--- src/rtl/load_store_unit_if.sv ---
// Word-wide data-bus interface between the load/store unit (master) and
// the data memory or interconnect (slave). Read data is valid in the same
// cycle that bus_ready is high.
interface load_store_unit_if;
    logic        bus_valid;
    logic        bus_ready;
    logic        bus_we;
    logic [31:0] bus_addr;
    logic [3:0]  bus_wstrb;
    logic [31:0] bus_wdata;
    logic [31:0] bus_rdata;

    modport master (
        output bus_valid,
        output bus_we,
        output bus_addr,
        output bus_wstrb,
        output bus_wdata,
        input  bus_ready,
        input  bus_rdata
    );

    modport slave (
        input  bus_valid,
        input  bus_we,
        input  bus_addr,
        input  bus_wstrb,
        input  bus_wdata,
        output bus_ready,
        output bus_rdata
    );
endinterface

--- src/rtl/load_store_unit.sv ---
// RV32I load/store unit: accepts a load/store request from execute, runs one
// valid/ready transaction on the word-wide data bus and returns the aligned,
// sign/zero-extended load result. The core is stalled until DONE.
// Misaligned accesses never reach the bus and are reported via misalign_err.
// Optional feature: define LSU_TIMEOUT_EN to abort a bus transaction after
// TIMEOUT_CYCLES wait cycles and report it on bus_err. Without the macro the
// unit waits for bus_ready indefinitely and bus_err is tied low.
module load_store_unit #(
    parameter int unsigned TIMEOUT_CYCLES = 16
) (
    input  logic              clk,
    input  logic              rst_n,
    input  logic              req,
    input  logic              mem_write,
    input  logic [2:0]        funct3,
    input  logic [31:0]       addr,
    input  logic [31:0]       store_data,
    output logic [31:0]       data_mem_out,
    output logic              stall,
    output logic              misalign_err,
    output logic              bus_err,
    load_store_unit_if.master bus
);

    typedef enum logic [1:0] {
        ST_IDLE = 2'd0,
        ST_REQ  = 2'd1,
        ST_DONE = 2'd2
    } state_e;

    // A zero limit would give a degenerate wait counter.
    if (TIMEOUT_CYCLES == 32'd0) begin : g_bad_timeout
        $error("load_store_unit: TIMEOUT_CYCLES must be nonzero");
    end

    // Byte access: SB, LB, LBU. funct3=100 is only a byte access for loads.
    function automatic logic f_is_byte(input logic we, input logic [2:0] f3);
        return (f3 == 3'b000) || (!we && (f3 == 3'b100));
    endfunction

    // Halfword access: SH, LH, LHU. Anything not byte/half is a word access.
    function automatic logic f_is_half(input logic we, input logic [2:0] f3);
        return (f3 == 3'b001) || (!we && (f3 == 3'b101));
    endfunction

    function automatic logic f_misaligned(input logic we, input logic [2:0] f3,
                                          input logic [1:0] lo);
        if (f_is_byte(we, f3)) begin
            return 1'b0;
        end else if (f_is_half(we, f3)) begin
            return lo[0];
        end else begin
            return (lo != 2'b00);
        end
    endfunction

    function automatic logic [3:0] f_wstrb(input logic we, input logic [2:0] f3,
                                           input logic [1:0] lo);
        if (!we) begin
            return 4'b0000;
        end else if (f_is_byte(we, f3)) begin
            return 4'b0001 << lo;
        end else if (f_is_half(we, f3)) begin
            return 4'b0011 << {lo[1], 1'b0};
        end else begin
            return 4'b1111;
        end
    endfunction

    // Replicate the store operand into every lane; the strobes pick the lane.
    function automatic logic [31:0] f_wdata(input logic we, input logic [2:0] f3,
                                            input logic [31:0] data);
        if (f_is_byte(we, f3)) begin
            return {4{data[7:0]}};
        end else if (f_is_half(we, f3)) begin
            return {2{data[15:0]}};
        end else begin
            return data;
        end
    endfunction

    // Select the addressed byte/halfword and extend it; funct3[2] marks unsigned.
    function automatic logic [31:0] f_load_ext(input logic [2:0] f3, input logic [1:0] lo,
                                               input logic [31:0] rdata);
        logic [7:0]  b;
        logic [15:0] h;
        case (lo)
            2'd0:    b = rdata[7:0];
            2'd1:    b = rdata[15:8];
            2'd2:    b = rdata[23:16];
            2'd3:    b = rdata[31:24];
            default: b = rdata[7:0];
        endcase
        h = lo[1] ? rdata[31:16] : rdata[15:0];
        if (f_is_byte(1'b0, f3)) begin
            return f3[2] ? {24'h00_0000, b} : {{24{b[7]}}, b};
        end else if (f_is_half(1'b0, f3)) begin
            return f3[2] ? {16'h0000, h} : {{16{h[15]}}, h};
        end else begin
            return rdata;
        end
    endfunction

    state_e      state_q;
    logic        bus_valid_q;
    logic        bus_we_q;
    logic [31:0] bus_addr_q;
    logic [3:0]  bus_wstrb_q;
    logic [31:0] bus_wdata_q;
    logic [2:0]  funct3_q;
    logic [1:0]  addr_lo_q;
    logic [31:0] data_q;
    logic        misalign_err_q;

    logic        misalign_d;
    logic [3:0]  wstrb_d;
    logic [31:0] wdata_d;
    logic [31:0] load_d;

`ifdef LSU_TIMEOUT_EN
    localparam int unsigned CNT_W = $clog2(TIMEOUT_CYCLES + 32'd1);
    logic [CNT_W-1:0] wait_cnt_q;
    logic             bus_err_q;
`endif

    // Request decode on the live inputs and load extraction on the latched request.
    always_comb begin
        misalign_d = f_misaligned(mem_write, funct3, addr[1:0]);
        wstrb_d    = f_wstrb(mem_write, funct3, addr[1:0]);
        wdata_d    = f_wdata(mem_write, funct3, store_data);
        load_d     = f_load_ext(funct3_q, addr_lo_q, bus.bus_rdata);
    end

    // Access FSM with all bus and status outputs registered.
    always_ff @(posedge clk or negedge rst_n) begin
        if (!rst_n) begin
            state_q        <= ST_IDLE;
            bus_valid_q    <= 1'b0;
            bus_we_q       <= 1'b0;
            bus_addr_q     <= 32'h0000_0000;
            bus_wstrb_q    <= 4'b0000;
            bus_wdata_q    <= 32'h0000_0000;
            funct3_q       <= 3'b000;
            addr_lo_q      <= 2'b00;
            data_q         <= 32'h0000_0000;
            misalign_err_q <= 1'b0;
`ifdef LSU_TIMEOUT_EN
            wait_cnt_q     <= '0;
            bus_err_q      <= 1'b0;
`endif
        end else begin
            // Error flags are single-cycle pulses raised only on entry to DONE.
            misalign_err_q <= 1'b0;
`ifdef LSU_TIMEOUT_EN
            bus_err_q      <= 1'b0;
`endif
            case (state_q)
                ST_IDLE: begin
                    if (req && misalign_d) begin
                        state_q        <= ST_DONE;
                        misalign_err_q <= 1'b1;
                        if (!mem_write) begin
                            data_q <= 32'h0000_0000;
                        end
                    end else if (req) begin
                        state_q     <= ST_REQ;
                        bus_valid_q <= 1'b1;
                        bus_we_q    <= mem_write;
                        bus_addr_q  <= {addr[31:2], 2'b00};
                        bus_wstrb_q <= wstrb_d;
                        bus_wdata_q <= wdata_d;
                        funct3_q    <= funct3;
                        addr_lo_q   <= addr[1:0];
`ifdef LSU_TIMEOUT_EN
                        wait_cnt_q  <= '0;
`endif
                    end else begin
                        state_q <= ST_IDLE;
                    end
                end
                ST_REQ: begin
                    if (bus.bus_ready) begin
                        state_q     <= ST_DONE;
                        bus_valid_q <= 1'b0;
                        bus_we_q    <= 1'b0;
                        bus_wstrb_q <= 4'b0000;
                        if (!bus_we_q) begin
                            data_q <= load_d;
                        end
                    end else begin
`ifdef LSU_TIMEOUT_EN
                        wait_cnt_q <= wait_cnt_q + 1'b1;
                        if (wait_cnt_q == CNT_W'(TIMEOUT_CYCLES - 32'd1)) begin
                            state_q     <= ST_DONE;
                            bus_valid_q <= 1'b0;
                            bus_we_q    <= 1'b0;
                            bus_wstrb_q <= 4'b0000;
                            bus_err_q   <= 1'b1;
                            if (!bus_we_q) begin
                                data_q <= 32'h0000_0000;
                            end
                        end else begin
                            state_q <= ST_REQ;
                        end
`else
                        state_q <= ST_REQ;
`endif
                    end
                end
                ST_DONE: begin
                    state_q <= ST_IDLE;
                end
                default: begin
                    state_q     <= ST_IDLE;
                    bus_valid_q <= 1'b0;
                    bus_we_q    <= 1'b0;
                    bus_wstrb_q <= 4'b0000;
                end
            endcase
        end
    end

    assign stall          = req & (state_q != ST_DONE);
    assign data_mem_out   = data_q;
    assign misalign_err   = misalign_err_q;
`ifdef LSU_TIMEOUT_EN
    assign bus_err        = bus_err_q;
`else
    assign bus_err        = 1'b0;
`endif
    assign bus.bus_valid  = bus_valid_q;
    assign bus.bus_we     = bus_we_q;
    assign bus.bus_addr   = bus_addr_q;
    assign bus.bus_wstrb  = bus_wstrb_q;
    assign bus.bus_wdata  = bus_wdata_q;

endmodule

--- src/flat_wrapper.sv ---
// flat-port wrapper written by rule: the top's interface ports become plain ports
module load_store_unit_flat 
#(
    parameter int unsigned TIMEOUT_CYCLES = 16
)
  (clk, rst_n, req, mem_write, funct3, addr, store_data, data_mem_out, stall, misalign_err, bus_err, bus_bus_valid, bus_bus_we, bus_bus_addr, bus_bus_wstrb, bus_bus_wdata, bus_bus_ready, bus_bus_rdata);
  load_store_unit_if bus_i ();
  input  logic clk;
  input  logic rst_n;
  input  logic req;
  input  logic mem_write;
  input  logic [2:0] funct3;
  input  logic [31:0] addr;
  input  logic [31:0] store_data;
  output logic [31:0] data_mem_out;
  output logic stall;
  output logic misalign_err;
  output logic bus_err;
  output wire logic [$bits(bus_i.bus_valid)-1:0] bus_bus_valid;
  output wire logic [$bits(bus_i.bus_we)-1:0] bus_bus_we;
  output wire logic [$bits(bus_i.bus_addr)-1:0] bus_bus_addr;
  output wire logic [$bits(bus_i.bus_wstrb)-1:0] bus_bus_wstrb;
  output wire logic [$bits(bus_i.bus_wdata)-1:0] bus_bus_wdata;
  input wire logic [$bits(bus_i.bus_ready)-1:0] bus_bus_ready;
  input wire logic [$bits(bus_i.bus_rdata)-1:0] bus_bus_rdata;
  assign bus_bus_valid = bus_i.bus_valid;
  assign bus_bus_we = bus_i.bus_we;
  assign bus_bus_addr = bus_i.bus_addr;
  assign bus_bus_wstrb = bus_i.bus_wstrb;
  assign bus_bus_wdata = bus_i.bus_wdata;
  assign bus_i.bus_ready = bus_bus_ready;
  assign bus_i.bus_rdata = bus_bus_rdata;
  load_store_unit #(.TIMEOUT_CYCLES(TIMEOUT_CYCLES)) u_core (.clk(clk), .rst_n(rst_n), .req(req), .mem_write(mem_write), .funct3(funct3), .addr(addr), .store_data(store_data), .data_mem_out(data_mem_out), .stall(stall), .misalign_err(misalign_err), .bus_err(bus_err), .bus(bus_i));
endmodule
--- config.mk ---
export PLATFORM = sky130hd
export DESIGN_NAME = load_store_unit_flat
export DESIGN_NICKNAME = d
export VERILOG_FILES = /design/src/rtl/load_store_unit_if.sv /design/src/rtl/load_store_unit.sv /design/src/flat_wrapper.sv
export SDC_FILE = /design/constraint.sdc
export NUM_CORES = 1
export LEC_CHECK = 0
export ABC_AREA = 1
export CAP_MARGIN = 20
export CORE_MARGIN = 2
export CORE_UTILIZATION = 49
export CTS_BUF_LIST = sky130_fd_sc_hd__clkbuf_4 sky130_fd_sc_hd__clkbuf_8
export DETAILED_ROUTE_END_ITERATION = 10
export PLACE_DENSITY = 0.95
export SKIP_LAST_GASP = 1
export SLEW_MARGIN = 20
export SYNTH_ARGS = -nofsm -noshare
export SYNTH_HDL_FRONTEND = slang
export SYNTH_SLANG_ARGS = --single-unit
--- constraint.sdc ---
create_clock -name clk -period 3.5 [get_ports clk]
set_clock_uncertainty 0.1 [all_clocks]
set_input_delay 0.875 -clock clk [delete_from_list [all_inputs] [get_ports clk]]
set_output_delay 0.875 -clock clk [all_outputs]
set_load 0.02 [all_outputs]
======== Word-level counts from Yosys, hierarchy flattened ========
Cells that the tools add are included.
storage, ports and cells
  register bits ........................... 108
  bits of input ports ..................... 104
  output and inout port bits .............. 105
  word-level logic and storage cells ...... 85
cells by class
  eq/ne operators ......................... 18
  shift-type cells ........................ 2
  mux-type cells .......................... 35
  bitwise operators ....................... 3
  reductions and logical operators ........ 17
operator list
  kind                   number
  $mux W32               10
  $pmux W32 S2           1
  $pmux W8 S4            1
  $mux W4                6
  $mux W16               1
  $eq A3 B3 Y1 const B   4
  $ne A2 B2 Y1 const B   6
  $pmux W4 S3            1
  $mux W1                10
  $eq A2 B2 Y1 const B   3
  $eq A3 B1 Y1 const B   2
  $logic_not A3 Y1       2
  $pmux W1 S3            2
  $reduce_and A5 Y1      1
  $eq A2 B1 Y1 const B   2
  $logic_not A2 Y1       2
  $logic_or A1 B1 Y1     4
  $mux W2                2
  $pmux W2 S2            1
  $reduce_and A4 Y1      1
  $reduce_bool A2 Y1     2
  $shl A1 B2 Y4 const A  1
  $shl A2 B2 Y4 const A  1
  $logic_and A1 B1 Y1    3
  other kinds (5)        6

======== Longest topological paths before layout ========
  word-level depth ........................ 9
  depth in mapped cells ................... 12
  gate-level depth less buffers ........... 10

======== Worst setup path after synthesis ========
OpenSTA, ideal clock, no wires.
  path type ............................... input to output
  start ................................... in req
  end ..................................... out stall
  arrival time ............................ 1.247 ns
  data required time ...................... 2.525 ns
  slack ................................... 1.278 ns
  cell stages on the path ................. 2
  path buffers ............................ 0
  cells stage by stage .................... inv_1 > a21oi_1
between the ends
  longest elaborated chain between the ends .. 1
RTL lines
  what                line                    text
  start: declaration  flat_wrapper.sv:10      input logic req;
  $and A1 B1 Y1       load_store_unit.sv:223  assign stall = req & (state_q != ST_DONE);
  end: declaration    flat_wrapper.sv:16      output logic stall;
Every way passes these cells.

======== Final worst setup path ========
Same ends and word-level chain as after synthesis.

==> results.txt <==
worst stage delay on the critical path: 610 ps
register cell area after layout: 2703 sq um
relative contribution of combinational cells to total power: 49.0%
portion of the clock cycle consumed by the worst path in the final layout: 89.11%
pin count of the biggest net entering global routing: 65
share of cells above drive strength 1: 6.094%
leakage: 3.754 nW
hold-fix buffers at CTS: 0
PostCTS Resize Cnt: 0
most instantiated library cell after synthesis: sky130_fd_sc_hd__nand2_1
Tightest Pin Transition: 804.0 ps
total count of hold-check failures in the final report: 0
top cells by instance count after synthesis: sky130_fd_sc_hd__nand2_1, sky130_fd_sc_hd__dfrtp_1, sky130_fd_sc_hd__nand3_1
result of the run: finished, final reports clean
layout overhead on the synthesized area: 42.00%
max-cap check violation count: 0
top cells by area in the synthesized netlist: sky130_fd_sc_hd__dfrtp_1, sky130_fd_sc_hd__nand2_1, sky130_fd_sc_hd__nand3_1, sky130_fd_sc_hd__nor2_1, sky130_fd_sc_hd__a2bb2oi_1
Nets: 1018
cell type with the largest total area after synthesis: sky130_fd_sc_hd__dfrtp_1
Pwr Density: 679.2 nW/um^2
maximum clock frequency: 320.6 MHz
portion of total power attributed to sequential cells: 36.8%
htree depth: 3
total wire length after detailed routing: 16220 microns
CP Depth: 4
Multi-input gate area: 2411 sq um
clock tree from TritonCTS: done
Final GP Congestion: 0.9292
number of antenna violations at the first check in global routing: 0
count of pins on the block boundary: 209
DRC violations left: 0
Crit path top cell by count: sky130_fd_sc_hd__clkdlybuf4s50_1
async set-or-reset flop fraction in the synthesized netlist: 100.0%
post-layout min period: 3119 ps
reg-to-reg setup timing slack: 1230 ps
Critical Setup Path Class: in2out
core region area: 10890 sq um
final antenna diode count: 0
primary flip-flop cell chosen by synthesis mapping: sky130_fd_sc_hd__dfrtp_1
average size of a mapped cell: 7.549 sq um
critical path startpoint category: primary input
count of input and output buffers: 205
CP max stage cell: sky130_fd_sc_hd__clkdlybuf4s50_1
capturing element type of the critical path: output port
router iterations before antenna repair: 5
initial core utilization: 50.26%
worst-case headroom to the max-slew limit: 46.40%
Root Buffer Master: sky130_fd_sc_hd__clkbuf_8
total via count in the routed design: 5581
Switching Share: 41.61%
Final Max Slew Viols: 0
Req. time, crit path: 2520 ps
Post-DRT Antenna Nets: 0
capture point of the worst reg-to-reg path: u_core.bus.bus_wdata[14]
data arrival time of the worst path: 2140 ps
#FFs+latches synth: 108
critical register-to-register path startpoint: u_core.state_q[0]
largest buffer count on any clock path: 2
iteration-0 DRC count of the detailed router: 322
Vias/cell: 5.270
cts bufs inserted: 9
startpoint of the worst setup timing path: req
GR Util All Layers: 27.68%
Avg WL per Cell: 15.32 microns
Post-CTS Repair Setup Buffers: 0
height of the die: 109.7 microns
setup repair after global routing missed its margin: no
Die X: 109.7 microns
proportion of power drawn by the clock network: 14.2%
Gate Count Post-Synth: 725
critical path buffer and inverter count: 3
cell total after placement: 1043
number of non-filler instances in the completed layout: 1059
wire length of the first global-routing pass: 25840 microns
number of global-route vias before repair: 5412
net switching power of the design: 2.196 mW
clock sink count: 108
fraction of synthesized cell area taken by the top area cell type: 49.38%
crit-path leading delay family: buffers and inverters
fill count: 831
clock latency on the worst-skew pair: 360 ps
peak supply drop: 0.4964 mV
count of cell types in the netlist: 28
floorplan die area: 12030 sq um
crit-path max FO: 2
path depth of the worst reg2reg path: 7
final setup violation count: 0
final total negative setup slack: 0 ps
sum of overflow across all layers after global routing: 0
part of the Yosys area used for sequential elements: 49.38%
Clock Pin Slew Worst Setup and Hold Paths: 110 ps
Synthesis Warnings: 0
cell breakdown of the critical path: clkdlybuf4s50_1 -> inv_1 -> a21oi_1 -> clkdlybuf4s50_1
Rows: 38
Post-synth EDFFs: 0
type of the tightest min-delay check: reg2reg
Critical path destination: stall
Post-Synthesis Cell Area: 5473 sq um
total half-perimeter wirelength after legalization and detailed placement: 11840 microns
Internal Dissipation: 3.082 mW
-- power by group through the flow --
stage               logic [mW]  clock network [mW]  registers [mW]
floorplan                0.950                   0            2.40
finish                    2.58               0.751            1.94
CTS                       2.60               0.764            1.94
detailed placement        2.59                   0            1.95
global placement          2.54                   0            1.95
global route              2.81               0.814            1.99
-- metrics by stage --
stage | utilization [%] | hold slack, ps | instance area (sq um) | setup WS [ps] | power (mW)
after CTS | 71.37 | 392.2 | 7771 | 373.2 | 5.308
after global routing | 71.37 | 410.6 | 7771 | 338.8 | 5.617
after floorplan | - | 412.1 | 5480 | 1278 | 3.349
final | 71.37 | 386.8 | 7771 | 381.0 | 5.278
after global placement | 69.60 | 361.1 | 7579 | 381.9 | 4.487
after detailed placement | 69.60 | 364.0 | 7579 | 373.2 | 4.540
-- worst min path at each step --
stage                                        from                       to  slack [ps]  depth (start not counted)
final                     u_core.data_mem_out[22]  u_core.data_mem_out[22]         390                          2
after global routing      u_core.data_mem_out[30]  u_core.data_mem_out[30]         410                          2
after detailed placement  u_core.bus.bus_addr[24]  u_core.bus.bus_addr[24]         360                          2
after CTS                  u_core.data_mem_out[1]   u_core.data_mem_out[1]         390                          2
after floorplan                u_core.funct3_q[2]       u_core.funct3_q[2]         410                          2
after global placement     u_core.data_mem_out[6]   u_core.data_mem_out[6]         360                          2
-- layout make-up --
| class | count | share of cell area [%] |
|---|---|---|
| clock buffer | 9 | 1.594 |
| tap | 140 | 2.254 |
| multi-input combinational | 545 | 31.03 |
| clock inverter | 7 | 0.8855 |
| inverter | 36 | 1.739 |
| timing repair buffer | 214 | 27.73 |
| sequential | 108 | 34.78 |
-- flip-flops by register name (all words and copies together), names as in the netlist --
signal and count:
u_core.addr_lo_q 2, u_core.bus.bus_addr 30, u_core.bus.bus_valid 1, u_core.bus.bus_wdata 32
u_core.bus.bus_we 1, u_core.bus.bus_wstrb 4, u_core.data_mem_out 32, u_core.funct3_q 3
u_core.misalign_err 1, u_core.state_q 2
-- logic make-up after synthesis --
family,count (synthesis),synth area share [%]
and+or+nand+nor,466,34.68
other,1,0.06852
DFF,108,49.38
AOI/OAI and AO/OA,76,9.122
buffers and inverters,74,6.744
-- layout by cell type, fill, tap and decap left out --
| cell type | count |
|---|---|
| sky130_fd_sc_hd__clkinv_2 | 1 |
| sky130_fd_sc_hd__nand2_1 | 352 |
| sky130_fd_sc_hd__o21ai_0 | 25 |
| sky130_fd_sc_hd__clkinvlp_4 | 1 |
| sky130_fd_sc_hd__o21a_1 | 15 |
| sky130_fd_sc_hd__a21boi_2 | 1 |
| sky130_fd_sc_hd__inv_6 | 1 |
| sky130_fd_sc_hd__buf_12 | 3 |
| sky130_fd_sc_hd__clkinv_8 | 1 |
| sky130_fd_sc_hd__inv_8 | 2 |
| sky130_fd_sc_hd__inv_2 | 8 |
| sky130_fd_sc_hd__nor2_1 | 40 |
| sky130_fd_sc_hd__nand2_4 | 2 |
| sky130_fd_sc_hd__clkinv_4 | 1 |
| sky130_fd_sc_hd__o21ai_1 | 2 |
| sky130_fd_sc_hd__clkdlybuf4s50_1 | 204 |
| sky130_fd_sc_hd__dfrtp_1 | 108 |
| sky130_fd_sc_hd__nand3_1 | 50 |
| sky130_fd_sc_hd__buf_4 | 7 |
| sky130_fd_sc_hd__inv_1 | 28 |
| sky130_fd_sc_hd__a2bb2oi_1 | 16 |
| sky130_fd_sc_hd__nand2_2 | 4 |
| sky130_fd_sc_hd__a21oi_1 | 9 |
| sky130_fd_sc_hd__nor2_2 | 11 |
| sky130_fd_sc_hd__nor2_4 | 3 |
| sky130_fd_sc_hd__o31ai_1 | 3 |
| sky130_fd_sc_hd__o211ai_1 | 1 |
| sky130_fd_sc_hd__o22ai_1 | 4 |
| sky130_fd_sc_hd__or2_1 | 1 |
| sky130_fd_sc_hd__nand3_2 | 1 |
| sky130_fd_sc_hd__clkbuf_8 | 9 |
| sky130_fd_sc_hd__nand4_1 | 2 |
| sky130_fd_sc_hd__conb_1 | 3 |
-- worst register-to-register path, cell delays in order, from the launching register on --
cell	delay, ps
sky130_fd_sc_hd__dfrtp_1	400
sky130_fd_sc_hd__inv_1	140
sky130_fd_sc_hd__nand2_1	120
sky130_fd_sc_hd__nor2_1	240
sky130_fd_sc_hd__nand3_2	420
sky130_fd_sc_hd__inv_2	330
sky130_fd_sc_hd__buf_12	240
sky130_fd_sc_hd__a2bb2oi_1	210
-- routing by layer --
metal  vias up  routed length (microns)  global-route usage (%)
met3        47                     1579                   7.232
met2       274                     7630                   45.24
met4         0                      530                   11.03
li1       2647                        -                       -
met5         -                        0                       0
met1      2613                     6484                   35.13
Note: power is estimated with default switching activity, not from simulation.
